**config.mk**
```make
export PLATFORM = sky130hd
export DESIGN_NAME = branch_resolve_ctrl
export DESIGN_NICKNAME = d
export VERILOG_FILES = /design/src/rtl/branch_resolve_ctrl.sv
export SDC_FILE = /design/constraint.sdc
export NUM_CORES = 1
export LEC_CHECK = 0
export CAP_MARGIN = 10
export CORE_ASPECT_RATIO = 0.7
export CORE_MARGIN = 4
export CORE_UTILIZATION = 45
export CTS_BUF_LIST = sky130_fd_sc_hd__clkbuf_2
export CTS_CLUSTER_DIAMETER = 60
export DETAILED_ROUTE_END_ITERATION = 12
export PLACE_DENSITY = 0.77
export SKIP_LAST_GASP = 1
export SYNTH_ARGS = -nofsm -noshare
export SYNTH_HDL_FRONTEND = slang
export SYNTH_SLANG_ARGS = --single-unit
```
**constraint.sdc**
```tcl
create_clock -name clk -period 3.7 [get_ports clk]
set_clock_uncertainty 0.15 [all_clocks]
set_input_delay 0.74 -clock clk [delete_from_list [all_inputs] [get_ports clk]]
set_output_delay 0.74 -clock clk [all_outputs]
set_load 0.01 [all_outputs]
```
**src/rtl/branch_resolve_ctrl.sv**
```systemverilog
// -----------------------------------------------------------------------------
// branch_resolve_ctrl
//
// Tracks predicted branches from fetch to execute resolution. Each branch the
// IF stage issues is pushed into an in-order circular queue holding its PC,
// its prediction, and the PC to use if the prediction turns out to be wrong.
// When EX resolves the oldest branch, the head is popped, the 2-bit predictor
// is told the real outcome one cycle later, and on a mispredict the pipeline
// is flushed for FLUSH_CYC cycles while the PC mux is redirected.
//
// Parameters
//   DEPTH      in-flight branch queue entries (power of 2, 2..16)
//   FLUSH_CYC  cycles flush stays high after a mispredict (1..7)
//   CNT_W      width of the saturating mispredict counter
//
// Ports
//   clk          rising-edge clock
//   reset        synchronous active-high reset
//   if_valid     IF holds a branch this cycle (push request)
//   if_pc        PC of that branch
//   if_pred      predicted direction (1 = taken)
//   if_alt_pc    PC to fetch if the prediction is wrong
//   ex_valid     EX resolved the oldest in-flight branch
//   ex_taken     actual direction of that branch
//   upd_en       one-cycle predictor update strobe
//   upd_pc       PC used to index the predictor on update
//   upd_actual   actual outcome handed to the predictor
//   flush        kill younger instructions in IF/ID/EX
//   redirect_pc  PC to load while flush is high (held afterwards)
//   full         queue full, IF must stall branch issue
//   count        queue occupancy
//   mispred_cnt  saturating mispredict count
//   err          sticky protocol error (pop on empty / push while full)
// -----------------------------------------------------------------------------
module branch_resolve_ctrl #(
  parameter int DEPTH     = 4,
  parameter int FLUSH_CYC = 2,
  parameter int CNT_W     = 16
) (
  input  logic                     clk,
  input  logic                     reset,
  input  logic                     if_valid,
  input  logic [31:0]              if_pc,
  input  logic                     if_pred,
  input  logic [31:0]              if_alt_pc,
  input  logic                     ex_valid,
  input  logic                     ex_taken,
  output logic                     upd_en,
  output logic [31:0]              upd_pc,
  output logic                     upd_actual,
  output logic                     flush,
  output logic [31:0]              redirect_pc,
  output logic                     full,
  output logic [$clog2(DEPTH):0]   count,
  output logic [CNT_W-1:0]         mispred_cnt,
  output logic                     err
);

  localparam int PTR_W = $clog2(DEPTH);
  localparam int OCC_W = PTR_W + 1;

  localparam logic [OCC_W-1:0] DEPTH_C  = OCC_W'(DEPTH);
  localparam logic [OCC_W-1:0] OCC_ZERO = {OCC_W{1'b0}};
  localparam logic [OCC_W-1:0] OCC_ONE  = OCC_W'(1);
  localparam logic [PTR_W-1:0] PTR_ZERO = {PTR_W{1'b0}};
  localparam logic [PTR_W-1:0] PTR_ONE  = PTR_W'(1);
  localparam logic [2:0]       REC_INIT = 3'(FLUSH_CYC - 1);
  localparam logic [CNT_W-1:0] CNT_MAX  = {CNT_W{1'b1}};
  localparam logic [CNT_W-1:0] CNT_ONE  = CNT_W'(1);

  typedef enum logic {
    RUN     = 1'b0,
    RECOVER = 1'b1
  } state_t;

  // Queue storage. Not reset: occupancy and pointers decide what is valid.
  logic [31:0] q_pc_r   [DEPTH];
  logic        q_pred_r [DEPTH];
  logic [31:0] q_alt_r  [DEPTH];

  state_t           state_r, state_s;
  logic [2:0]       rec_cnt_r, rec_cnt_s;
  logic [PTR_W-1:0] wr_ptr_r, wr_ptr_s;
  logic [PTR_W-1:0] rd_ptr_r, rd_ptr_s;
  logic [OCC_W-1:0] count_r, count_s;
  logic             full_r, full_s;
  logic             upd_en_r, upd_en_s;
  logic [31:0]      upd_pc_r, upd_pc_s;
  logic             upd_actual_r, upd_actual_s;
  logic             flush_r, flush_s;
  logic [31:0]      redirect_pc_r, redirect_pc_s;
  logic [CNT_W-1:0] mispred_cnt_r, mispred_cnt_s;
  logic             err_r, err_s;

  logic             push_s;
  logic             pop_s;
  logic             mispred_s;
  logic             err_set_s;
  logic [31:0]      head_pc_s;
  logic             head_pred_s;
  logic [31:0]      head_alt_s;

  // Head-of-queue view for the branch EX is resolving.
  always_comb begin
    head_pc_s   = q_pc_r[rd_ptr_r];
    head_pred_s = q_pred_r[rd_ptr_r];
    head_alt_s  = q_alt_r[rd_ptr_r];
  end

  // Qualified queue events; everything is ignored while recovering.
  // full_r is the pre-edge value, so a push while full is dropped even if a
  // pop frees a slot on the same edge.
  always_comb begin
    if (state_r == RUN) begin
      push_s    = if_valid && !full_r;
      pop_s     = ex_valid && (count_r != OCC_ZERO);
      mispred_s = ex_valid && (count_r != OCC_ZERO) && (ex_taken != head_pred_s);
      err_set_s = (if_valid && full_r) || (ex_valid && (count_r == OCC_ZERO));
    end else begin
      push_s    = 1'b0;
      pop_s     = 1'b0;
      mispred_s = 1'b0;
      err_set_s = 1'b0;
    end
  end

  // Next-state and next-output logic for the RUN/RECOVER controller.
  always_comb begin
    state_s       = state_r;
    rec_cnt_s     = rec_cnt_r;
    wr_ptr_s      = wr_ptr_r;
    rd_ptr_s      = rd_ptr_r;
    count_s       = count_r;
    upd_en_s      = 1'b0;
    upd_pc_s      = upd_pc_r;
    upd_actual_s  = upd_actual_r;
    flush_s       = flush_r;
    redirect_pc_s = redirect_pc_r;
    mispred_cnt_s = mispred_cnt_r;
    err_s         = err_r | err_set_s;

    case (state_r)
      RUN: begin
        // The predictor is trained on every resolved branch, mispredicted
        // or not.
        if (pop_s) begin
          upd_en_s     = 1'b1;
          upd_pc_s     = head_pc_s;
          upd_actual_s = ex_taken;
        end else begin
          upd_en_s     = 1'b0;
        end

        if (mispred_s) begin
          // Every younger queued branch (and any same-cycle push) is on the
          // wrong path, so the whole queue is discarded.
          flush_s       = 1'b1;
          redirect_pc_s = head_alt_s;
          wr_ptr_s      = PTR_ZERO;
          rd_ptr_s      = PTR_ZERO;
          count_s       = OCC_ZERO;
          state_s       = RECOVER;
          rec_cnt_s     = REC_INIT;
          if (mispred_cnt_r != CNT_MAX) begin
            mispred_cnt_s = mispred_cnt_r + CNT_ONE;
          end else begin
            mispred_cnt_s = mispred_cnt_r;
          end
        end else begin
          if (push_s) begin
            wr_ptr_s = wr_ptr_r + PTR_ONE;
          end else begin
            wr_ptr_s = wr_ptr_r;
          end
          if (pop_s) begin
            rd_ptr_s = rd_ptr_r + PTR_ONE;
          end else begin
            rd_ptr_s = rd_ptr_r;
          end
          case ({push_s, pop_s})
            2'b10:   count_s = count_r + OCC_ONE;
            2'b01:   count_s = count_r - OCC_ONE;
            default: count_s = count_r;
          endcase
        end
      end

      RECOVER: begin
        // flush was raised on the mispredict edge; holding it through a
        // counter that starts at FLUSH_CYC-1 gives FLUSH_CYC cycles total.
        if (rec_cnt_r == 3'd0) begin
          flush_s = 1'b0;
          state_s = RUN;
        end else begin
          rec_cnt_s = rec_cnt_r - 3'd1;
        end
      end

      default: begin
        state_s = RUN;
        flush_s = 1'b0;
      end
    endcase

    full_s = (count_s == DEPTH_C);
  end

  // Controller, occupancy and output registers.
  always_ff @(posedge clk) begin
    if (reset) begin
      state_r       <= RUN;
      rec_cnt_r     <= 3'd0;
      wr_ptr_r      <= PTR_ZERO;
      rd_ptr_r      <= PTR_ZERO;
      count_r       <= OCC_ZERO;
      full_r        <= 1'b0;
      upd_en_r      <= 1'b0;
      upd_pc_r      <= 32'd0;
      upd_actual_r  <= 1'b0;
      flush_r       <= 1'b0;
      redirect_pc_r <= 32'd0;
      mispred_cnt_r <= {CNT_W{1'b0}};
      err_r         <= 1'b0;
    end else begin
      state_r       <= state_s;
      rec_cnt_r     <= rec_cnt_s;
      wr_ptr_r      <= wr_ptr_s;
      rd_ptr_r      <= rd_ptr_s;
      count_r       <= count_s;
      full_r        <= full_s;
      upd_en_r      <= upd_en_s;
      upd_pc_r      <= upd_pc_s;
      upd_actual_r  <= upd_actual_s;
      flush_r       <= flush_s;
      redirect_pc_r <= redirect_pc_s;
      mispred_cnt_r <= mispred_cnt_s;
      err_r         <= err_s;
    end
  end

  // Queue entry write at the tail on an accepted push.
  always_ff @(posedge clk) begin
    if (push_s && !reset) begin
      q_pc_r[wr_ptr_r]   <= if_pc;
      q_pred_r[wr_ptr_r] <= if_pred;
      q_alt_r[wr_ptr_r]  <= if_alt_pc;
    end
  end

  assign upd_en      = upd_en_r;
  assign upd_pc      = upd_pc_r;
  assign upd_actual  = upd_actual_r;
  assign flush       = flush_r;
  assign redirect_pc = redirect_pc_r;
  assign full        = full_r;
  assign count       = count_r;
  assign mispred_cnt = mispred_cnt_r;
  assign err         = err_r;

endmodule

```
Word-level counts from Yosys, hierarchy flattened
Memories as Yosys holds them, arrays and structs flattened. A register that Yosys moved wholly into a read port is not among the register bits.
Index checks and enable logic that the tools add are counted.
{"block": "op_classes", "n_mux": 25, "n_reduce_logical": 22, "n_eq_ne": 8, "addsub": 6, "n_bitwise": 2}
{"operator": "$add 16x1->16 const B", "n": 1}
{"operator": "$ne 16x16->1 const B", "n": 1}
{"operator": "$mux 2", "n": 6}
{"operator": "$mux 3", "n": 4}
{"operator": "$pmux 3 s2", "n": 2}
{"operator": "$reduce_and 2->1", "n": 6}
{"operator": "$mux 1", "n": 11}
{"operator": "$logic_and 1x1->1", "n": 6}
{"operator": "$logic_not 3->1", "n": 2}
{"operator": "$sub 3x1->3 const B", "n": 2}
{"operator": "$add 2x1->2 const B", "n": 2}
{"operator": "$ne 2x2->1 const B", "n": 2}
{"operator": "$pmux 1 s2", "n": 2}
{"operator": "$reduce_bool 2->1", "n": 2}
{"operator": "$add 3x1->3 const B", "n": 1}
{"operator": "$eq 3x3->1 const B", "n": 1}
{"operator": "$reduce_and 3->1", "n": 1}
{"operator": "$reduce_bool 3->1", "n": 1}
{"operator": "$eq 2x1->1 const B", "n": 1}
{"operator": "$eq 2x2->1 const B", "n": 1}
{"operator": "$logic_not 1->1", "n": 2}
{"operator": "$ne 2x1->1 const B", "n": 1}
{"operator": "$reduce_or 2->1", "n": 1}
{"operator": "$logic_or 1x1->1", "n": 1}
{"operator": "3 further kinds", "n": 3}
{"block": "word_totals", "n_memories": 3, "regBits": 32, "wordCells": 77, "in_bits": 70, "out_inout_bits": 88, "mem_bits_rw": 260}
{"name": "q_alt_r", "words": 4, "width": 32, "rd": 1, "rd_ports_with_merged_regs": 1, "wr": 1, "line": "79", "text": "logic [31:0] q_alt_r [DEPTH];"}
{"name": "q_pc_r", "words": 4, "width": 32, "rd": 1, "rd_ports_with_merged_regs": 1, "wr": 1, "line": "77", "text": "logic [31:0] q_pc_r [DEPTH];"}
{"name": "q_pred_r", "words": 4, "width": 1, "rd": 1, "rd_ports_with_merged_regs": 1, "wr": 1, "line": "78", "text": "logic q_pred_r [DEPTH];"}

Longest topological paths before layout
Gate-level depths: netlist of the first run.
{"block": "depth", "word_depth": 8, "depth_mapped": 12, "ltp_nobuf": 10}

Worst setup path after synthesis of the first run
Ideal clock, no wire load.
{"block": "synth_timing", "kind": "in2reg", "startpoint": "in reset", "endpoint": "mem q_alt_r[0][0] (enable)", "n_path_buf": 1, "setup_slack_ps": 472, "path_stages": 3, "t_required_ps": 3120, "setup_ps": 430, "arrival_ps": 2648, "cell_sequence": "clkbuf_1 -> nor2_1 -> and2_1"}
{"block": "synth_via", "elab_chain_len": 4}
{"element": "start, declared", "line": "41", "text": "input logic reset,"}
{"element": "$logic_not 1->1", "line": "243", "text": "if (push_s && !reset) begin"}
{"element": "$logic_and 1x1->1", "line": "243"}
{"element": "$mux 1", "line": "243"}
{"element": "$mux 1 (not written as such)", "line": "246", "text": "q_alt_r[wr_ptr_r] <= if_alt_pc;"}
{"element": "end, declared", "line": "79"}
No other way between the ends.

Worst setup path in the final report of the first run
{"block": "layout_timing", "startpoint": "reg count_r[0], in the netlist count[0]", "endpoint": "out count[0]"}
{"element": "start, declared", "line": "85", "text": "logic [OCC_W-1:0] count_r, count_s;"}
{"element": "start signal, assigned", "line": "229", "text": "count_r <= count_s;"}
{"element": "end, declared", "line": "54", "text": "output logic [$clog2(DEPTH):0] count,"}
No word-level cell between the ends.

==> flow_summary.toml, run 1 <==
[run_status]
status = "completed"

[floorplanning]
start_util = 0.4560
die_h_um = 151.1
core_um2 = 28890
die_w_um = 212.5
dieArea_um2 = 32120
io_pins = 158
rows = 52

[place]
port_buffers = 157
gp_congestion = 0.7759
dp_slack_ps = 387.2
dpl.hpwl_um = 16640

[hold_path]
min_from = "reset"
hold_depth = 2
holdPathEnd = "mispred_cnt[2]$_SDFFE_PP0P_"
hp-class = "in2reg"

[sta]
timing.hold.ws_ps = 210.2
fmax_mhz = 351.1
timing.setup.tns_ps = 0
report.final.hold_viol_count = 0
fin_ws_ps = 851.5
tightestPinTransition_ps = 1023
rsz0062_at_grt = "false"
period_share = 0.7699
fin_crit_ps = 2849
setup_viol = 0
max_slew_margin = 0.3178
drv_slew = 0

[grt]
grt_overflow = 0
grt_max_degree = 66
grt_pass1_wl_um = 43060
track_usage = 0.1746
antenna_found_initial = 3
grt_pass1_vias = 7997

[cts]
cts.path.max_buffers = 3
cts_resized = 0
hold_buffers = 0
root_buffer = "clkbuf_2"
cts_buffers = 86
cts_tree = "done"
worstSkewPairLatency_ps = 870
htree_levels = 3
cts_num_sinks = 358
clkSlewWorstSetupHoldPaths_ps = 110
cts_setup_buffers = 0

[worst_setup_path]
cp_num_buf_inv = 1
startpoint_type = "flop"
path_cells = "clkdlybuf4s50_1"
required_ps = 2810
crit_fanout = 6
crit_cells = 1
reg2reg_to = "full$_SDFF_PP0_"
r2r-start = "count[0]$_SDFF_PP0_"
critical_path.slowest_cell = "clkdlybuf4s50_1"
path_delay_family = "buffers and inverters"
r2r_cells = 10
worstPathArrival_ps = 1960
r2r_setup_slack_ps = 1050
critPathLaunch = "count[0]$_SDFF_PP0_"
critPathKind = "reg2out"
max_stage_delay_ps = 610
crit_path_end_kind = "output pin"

[synth]
synthCells = 805
synth-seq-cells = 358
syn_area_per_cell_um2 = 16.36
synthTopCellsByArea = "edfxtp_1 (59%), dfxtp_1 (15%), mux4_2 (11%)"
yosysUniqueCellTypes = 39
synth_most_common_cell = "edfxtp_1"
yosys.area.top_type = "edfxtp_1"
synth_area_um2 = 13170
ys.flop_type = "edfxtp_1"
synth_edf_count = 260
synth_async_sr_flop_share = 0
syn-num-nets = 884
synth_top_area_frac = 0.5927
ys_warn_count = 0
synth_common_cells = "edfxtp_1 (260), nand2_1 (139), dfxtp_1 (98)"
yosysSeqAreaShare = 0.7416

[routing]
ant_nets = 0
routedWlPerCell_um = 18.51
vias_per_cell = 5.109
drt-initial-drc-count = 462
drcViolationCount = 0
drt-total-wl_um = 27360
dr_total_vias = 7551
drt_pass1_iterations = 5

[layout]
fillers = 2372
drive_gt1_frac = 0.2138
nets = 1105
area_delta_synth_final_pct = 22.07
postLayoutCoreUtil = 0.5567

[pwr]
p_per_area_nw_per_um2 = 616.4
ir_drop_mv = 0.2920
p_leak_uw = 0.005294

[job]
drv_cap = 0
==> where the power goes <==
group	leakage, uW	internal, uW	switching, uW
Sequential	0.00316	4740	287
Combinational	0.00152	1160	1100
Clock	0.000619	1110	1520
==> stage by stage <==
| stage | power (uW) | cell area [um^2] | std cells |
|---|---|---|---|
| after floorplan | 6473 | 13170 | 805 |
| final | 9912 | 16080 | 1478 |
| after global routing | 10530 | 16080 | 1478 |
| after global placement | 7386 | 15230 | 1316 |
| after detailed placement | 7440 | 15230 | 1316 |
| after CTS | 10100 | 16080 | 1477 |
==> final cells by class <==
class	instances	area, um^2	share of cell area
antenna	1	2.502	0.0001556
clock buffer	122	610.6	0.03797
clock inverter	39	232.7	0.01447
inverter	10	37.54	0.002334
multi-input combinational	395	3206	0.1993
sequential	358	9777	0.6080
tap	378	473.0	0.02941
timing repair buffer	175	1742	0.1083
==> layer usage <==
layer	vias up	global-route usage	share of wire
met5	-	0	0.00099
met4	4	0.06115	0.017
met3	48	0.04886	0.070
met2	237	0.2789	0.48
met1	3721	0.2334	0.43
li1	3541	-	-
==> layout by cell type, fill, tap and decap left out, types with 4 or more instances in the layout <==
cell,instances
edfxtp_1,260
clkdlybuf4s50_1,156
nand2_1,139
clkbuf_2,122
dfxtp_1,96
a21oi_1,71
mux4_2,65
nor2_1,29
clkinv_1,29
buf_4,16
xnor2_1,14
inv_1,9
nand3_1,9
ha_1,8
nor3_1,6
nor4_1,6
nor2b_1,5
nand4_1,5
inv_2,4
and2_4,4
==> sequential cells by signal (all words and copies together) (netlist names), 3 cells and up, named ones only <==
| name | count |
|---|---|
| q_alt_r | 128 |
| q_pc_r | 128 |
| redirect_pc | 32 |
| upd_pc | 32 |
| mispred_cnt | 16 |
| q_pred_r | 4 |
| count | 3 |
| rec_cnt_r | 3 |
==> how the worst max path moves through the flow <==
stage / endpoint / slack (ps)
after floorplan: q_alt_r[0][0]$_DFFE_PP_ / 470
after global placement: count[1]$_SDFF_PP0_ / 410
final: count[0] / 850
after detailed placement: full$_SDFF_PP0_ / 390
after CTS: count[0] / 740
after global routing: mispred_cnt[8] / 700
==> logic make-up after synthesis <==
family / after synthesis / synth area share
muxes: 71 / 0.1162
and+or+nand+nor: 220 / 0.07466
xor gates and xnor gates: 17 / 0.01130
buffers and inverters: 52 / 0.01653
AOI/OAI and AO/OA: 78 / 0.03059
adders and majority gates: 9 / 0.009119
DFF: 358 / 0.7416
No activity file was read; power rests on OpenSTA's default activity.
==> inputs of run 2 (changes only) <==
Clock period 3.7 ns to 2.8 ns, I/O delays scaled along.
==> flow_summary.toml, run 2 (same netlist as run 1, synthesis figures left out) <==
[run_status]
status = "completed"

[worst_setup_path]
required_ps = 2090
path_cells = "clkdlybuf4s50_1"
r2r_cells = 7
critPathKind = "reg2out"
reg2reg_to = "rd_ptr_r[0]$_SDFFE_PP0P_"
cp_num_buf_inv = 1
startpoint_type = "flop"
critPathLaunch = "mispred_cnt[3]$_SDFFE_PP0P_"
r2r_setup_slack_ps = 290
critical_path.slowest_cell = "clkdlybuf4s50_1"
r2r-start = "count[2]$_SDFF_PP0_"
worstPathArrival_ps = 1910
path_delay_family = "buffers and inverters"
crit_path_end_kind = "output pin"
crit_fanout = 7
max_stage_delay_ps = 600

[grt]
grt_overflow = 0
grt_pass1_wl_um = 43560
track_usage = 0.1773
grt_pass1_vias = 7968
grt_max_degree = 53
antenna_found_initial = 0

[routing]
route.met2.wl_um = 13790
top_layer_used = "met4"
wl_met3_um = 1614
dr_total_vias = 7546
drt_pass1_iterations = 5
ant_nets = 0
drt-initial-drc-count = 483
routedWlPerCell_um = 18.94
met1_length_um = 12480
drt-total-wl_um = 28150
vias_per_cell = 5.078
drcViolationCount = 0

[hold_path]
hold_depth = 1
holdPathEnd = "q_alt_r[1][18]$_DFFE_PP_"
min_from = "if_alt_pc[18]"
hp-class = "in2reg"

[sta]
period_share = 0.9363
tightestPinTransition_ps = 695.2
drv_slew = 0
timing.setup.tns_ps = 0
rsz0062_at_grt = "false"
report.final.hold_viol_count = 0
setup_viol = 0
fin_crit_ps = 2622
fmax_mhz = 381.5
max_slew_margin = 0.5365

[pwr]
p_switching_uw = 3840
ir_drop_mv = 0.4018
swShare = 0.2940
p_seq_frac = 0.505
p_per_area_nw_per_um2 = 803.4
intPower_uw = 9220
p_leak_uw = 0.005395
combPwrFrac = 0.246
pwr-share-clk = 0.248

[place]
port_buffers = 157
dpl.hpwl_um = 17180
gp_congestion = 0.7618
place_inst = 1328

[layout]
layout_commonest_cell = "edfxtp_1"
antenna_cells = 0
fin_cells = 1486
layout_common_cells = "edfxtp_1 (260), clkdlybuf4s50_1 (156), nand2_1 (139), clkbuf_2 (139), dfxtp_1 (95)"
area_delta_synth_final_pct = 23.41
drive_gt1_frac = 0.2356
nets = 1117
top_regs = "q_alt_r (128), q_pc_r (128)"

[cts]
worstSkewPairLatency_ps = 880
root_buffer = "clkbuf_2"
htree_levels = 3
cts_buffers = 85
cts_num_sinks = 358
cts_tree = "done"
clkSlewWorstSetupHoldPaths_ps = 110
cts.path.max_buffers = 3

[floorplanning]
core_um2 = 28890
die_w_um = 212.5
start_util = 0.4560
dieArea_um2 = 32120
io_pins = 158
rows = 52
die_h_um = 151.1

[job]
drv_cap = 0
[run 2: cell types whose count changed in the layout (fill, tap and decap cells not counted), moves of 3 or more]
| cell | delta |
|---|---|
| buf_12 | +12 |
| bufinv_16 | -3 |
| clkinv_1 | -17 |
| clkbuf_2 | +17 |
[run 2: per-stage QoR]
step / hold WS, ps / instance area, um^2 / power [uW] / worst slack, ps / util
finish: 172.3 / 16260 / 13060 / 178.4 / 0.5628
global route: 60.82 / 16260 / 13880 / 8.324 / 0.5628
CTS: 66.53 / 16260 / 13290 / 86.46 / 0.5627
detailed placement: 295.3 / 15470 / 9997 / -310.8 / 0.5357
global placement: 293.9 / 15470 / 9934 / -255.8 / 0.5357
floorplan: 292.4 / 13180 / 8545 / 79.89 / -
[run 2: layout make-up]
cell class	instances	area, um^2
clock buffers	139	695.7
inverters	10	37.54
well taps	378	473.0
flip-flops and latches	358	9778
fillers	2339	12630
multi-input cells	395	3206
repair buffers	188	1992
clock inverters	18	75.07
[run 2: worst max-delay path by stage]
stage               slack (ps)                  end  cells past startpoint
finish                     180       mispred_cnt[3]                      1
global route                 8       mispred_cnt[3]                      1
CTS                         90       mispred_cnt[3]                      1
detailed placement        -310      full$_SDFF_PP0_                      7
global placement          -260      full$_SDFF_PP0_                      7
floorplan                   80  count[1]$_SDFF_PP0_                      9
[run 2: layer usage]
metal / up-vias / GRT usage
met5: - / 0
met4: 0 / 0.05117
met3: 22 / 0.05052
met2: 204 / 0.2861
met1: 3765 / 0.2386
li1: 3555 / -
[run 2: power by group through the flow]
stage	Sequential [uW]	Clock [uW]	Combinational (uW)
4_1_cts	6610	3390	3280
5_1_grt	6670	3720	3490
3_5_place_dp	6730	0	3270
3_3_place_gp	6710	0	3230
6_report	6600	3250	3220
2_1_floorplan	6690	0	1860
[run 2: repair_timing]
item                                    in CTS  in global routing
endpoints found under the setup margin       0                  1
buffers inserted                             0                  0
hold endpoints to repair                    11                  0
resized for setup                            0                  1
hold buffers                                 1                  0
==> inputs of run 3 (changes only) <==
Settings changed: CORE_UTILIZATION 45 to 58, PLACE_DENSITY 0.77 to 0.92.
==> flow_summary.toml, run 3 (same netlist as run 1, synthesis figures left out) <==
[run_status]
status = "completed"

[floorplanning]
io_pins = 158
core_um2 = 22010
die_h_um = 134.1
start_util = 0.5984
dieArea_um2 = 25220
rows = 45
die_w_um = 188.1

[sta]
tightestPinTransition_ps = 690.9
period_share = 0.9319
timing.setup.tns_ps = 0
fin_crit_ps = 2609
fmax_mhz = 383.2
setup_viol = 0
rsz0062_at_grt = "false"
report.final.hold_viol_count = 0
drv_slew = 0
timing.hold.ws_ps = 224.1
max_slew_margin = 0.5394

[pwr]
ir_drop_mv = 0.4446
p_leak_uw = 0.005338
p_per_area_nw_per_um2 = 813.6

[worst_setup_path]
worstPathArrival_ps = 1900
crit_path_end_kind = "output pin"
required_ps = 2090
max_stage_delay_ps = 600
path_cells = "clkdlybuf4s50_1"
critical_path.slowest_cell = "clkdlybuf4s50_1"
critPathKind = "reg2out"
cp_num_buf_inv = 1
startpoint_type = "flop"
crit_fanout = 7
path_delay_family = "buffers and inverters"

[cts]
cts_num_sinks = 358
cts_buffers = 78
cts_resized = 0
root_buffer = "clkbuf_2"
htree_levels = 3
clkSlewWorstSetupHoldPaths_ps = 140
worstSkewPairLatency_ps = 820
hold_buffers = 1
cts_setup_buffers = 0
cts.path.max_buffers = 3
cts_tree = "done"

[layout]
top_regs = "q_alt_r (128), q_pc_r (128)"
fin_cells = 1394
layout_common_cells = "edfxtp_1 (260), clkdlybuf4s50_1 (156), nand2_1 (139), clkbuf_2 (128), dfxtp_1 (96)"
area_delta_synth_final_pct = 22.12
layout_commonest_cell = "edfxtp_1"
nets = 1106
drive_gt1_frac = 0.2250
antenna_cells = 0
seqCellArea_um2 = 9777
fillers = 1352
multi_input_area_um2 = 3198

[hold_path]
hp-class = "in2reg"

[routing]
drt-initial-drc-count = 780
drt_pass1_iterations = 5
drcViolationCount = 0
vias_per_cell = 5.532
dr_total_vias = 7711
ant_nets = 0
routedWlPerCell_um = 20.03
drt-total-wl_um = 27930

[grt]
grt_pass1_vias = 8271
grt_pass1_wl_um = 44110
grt_overflow = 0
track_usage = 0.2240
grt_max_degree = 57
antenna_found_initial = 1

[job]
drv_cap = 0

[place]
dpl.hpwl_um = 17540
gp_congestion = 0.8118
port_buffers = 157
place_inst = 1251
[run 3: stage by stage]
| step | power (uW) | setup WS [ps] | utilization | instance area [um^2] |
|---|---|---|---|---|
| 3_5_place_dp | 9942 | -192.2 | 0.6959 | 15320 |
| 3_3_place_gp | 9775 | -145.5 | 0.6959 | 15320 |
| 5_1_grt | 13800 | 55.85 | 0.7307 | 16090 |
| 6_report | 13090 | 190.7 | 0.7307 | 16090 |
| 4_1_cts | 13230 | 111.6 | 0.7307 | 16090 |
| 2_1_floorplan | 8545 | 79.89 | - | 13180 |
[run 3: power by group]
group,total (uW),internal [uW],switching [uW]
Clock,3300,1380,1920
Combinational,3170,1630,1540
Sequential,6620,6260,356
Total,13100,9270,3820
[run 3: cell type report]
class / count / area share
clock buffer: 128 / 0.03982
clock inverter: 14 / 0.007156
inverter: 10 / 0.002333
multi-input combinational: 395 / 0.1988
sequential: 358 / 0.6078
tap: 305 / 0.02372
timing repair buffer: 184 / 0.1204
[run 3: worst paths after layout]
| kind | cells after the start | end | startpoint | slack [ps] |
|---|---|---|---|---|
| setup / recovery | 1 | mispred_cnt[2] | mispred_cnt[2]$_SDFFE_PP0P_ | 190 |
| setup reg to reg | 8 | count[1]$_SDFF_PP0_ | count[0]$_SDFF_PP0_ | 250 |
| hold reg to reg | 2 | upd_pc[12]$_SDFFE_PP0P_ | upd_pc[12]$_SDFFE_PP0P_ | 310 |
| hold / removal | 1 | q_pc_r[2][7]$_DFFE_PP_ | if_pc[7] | 220 |
[run 3: layer usage]
layer	GRT usage	vias to the layer above	wire length (um)
li1	-	3507	-
met2	0.3608	347	13660
met5	0	-	13
met3	0.06426	45	2510
met4	0.07253	2	398
met1	0.3009	3810	11340
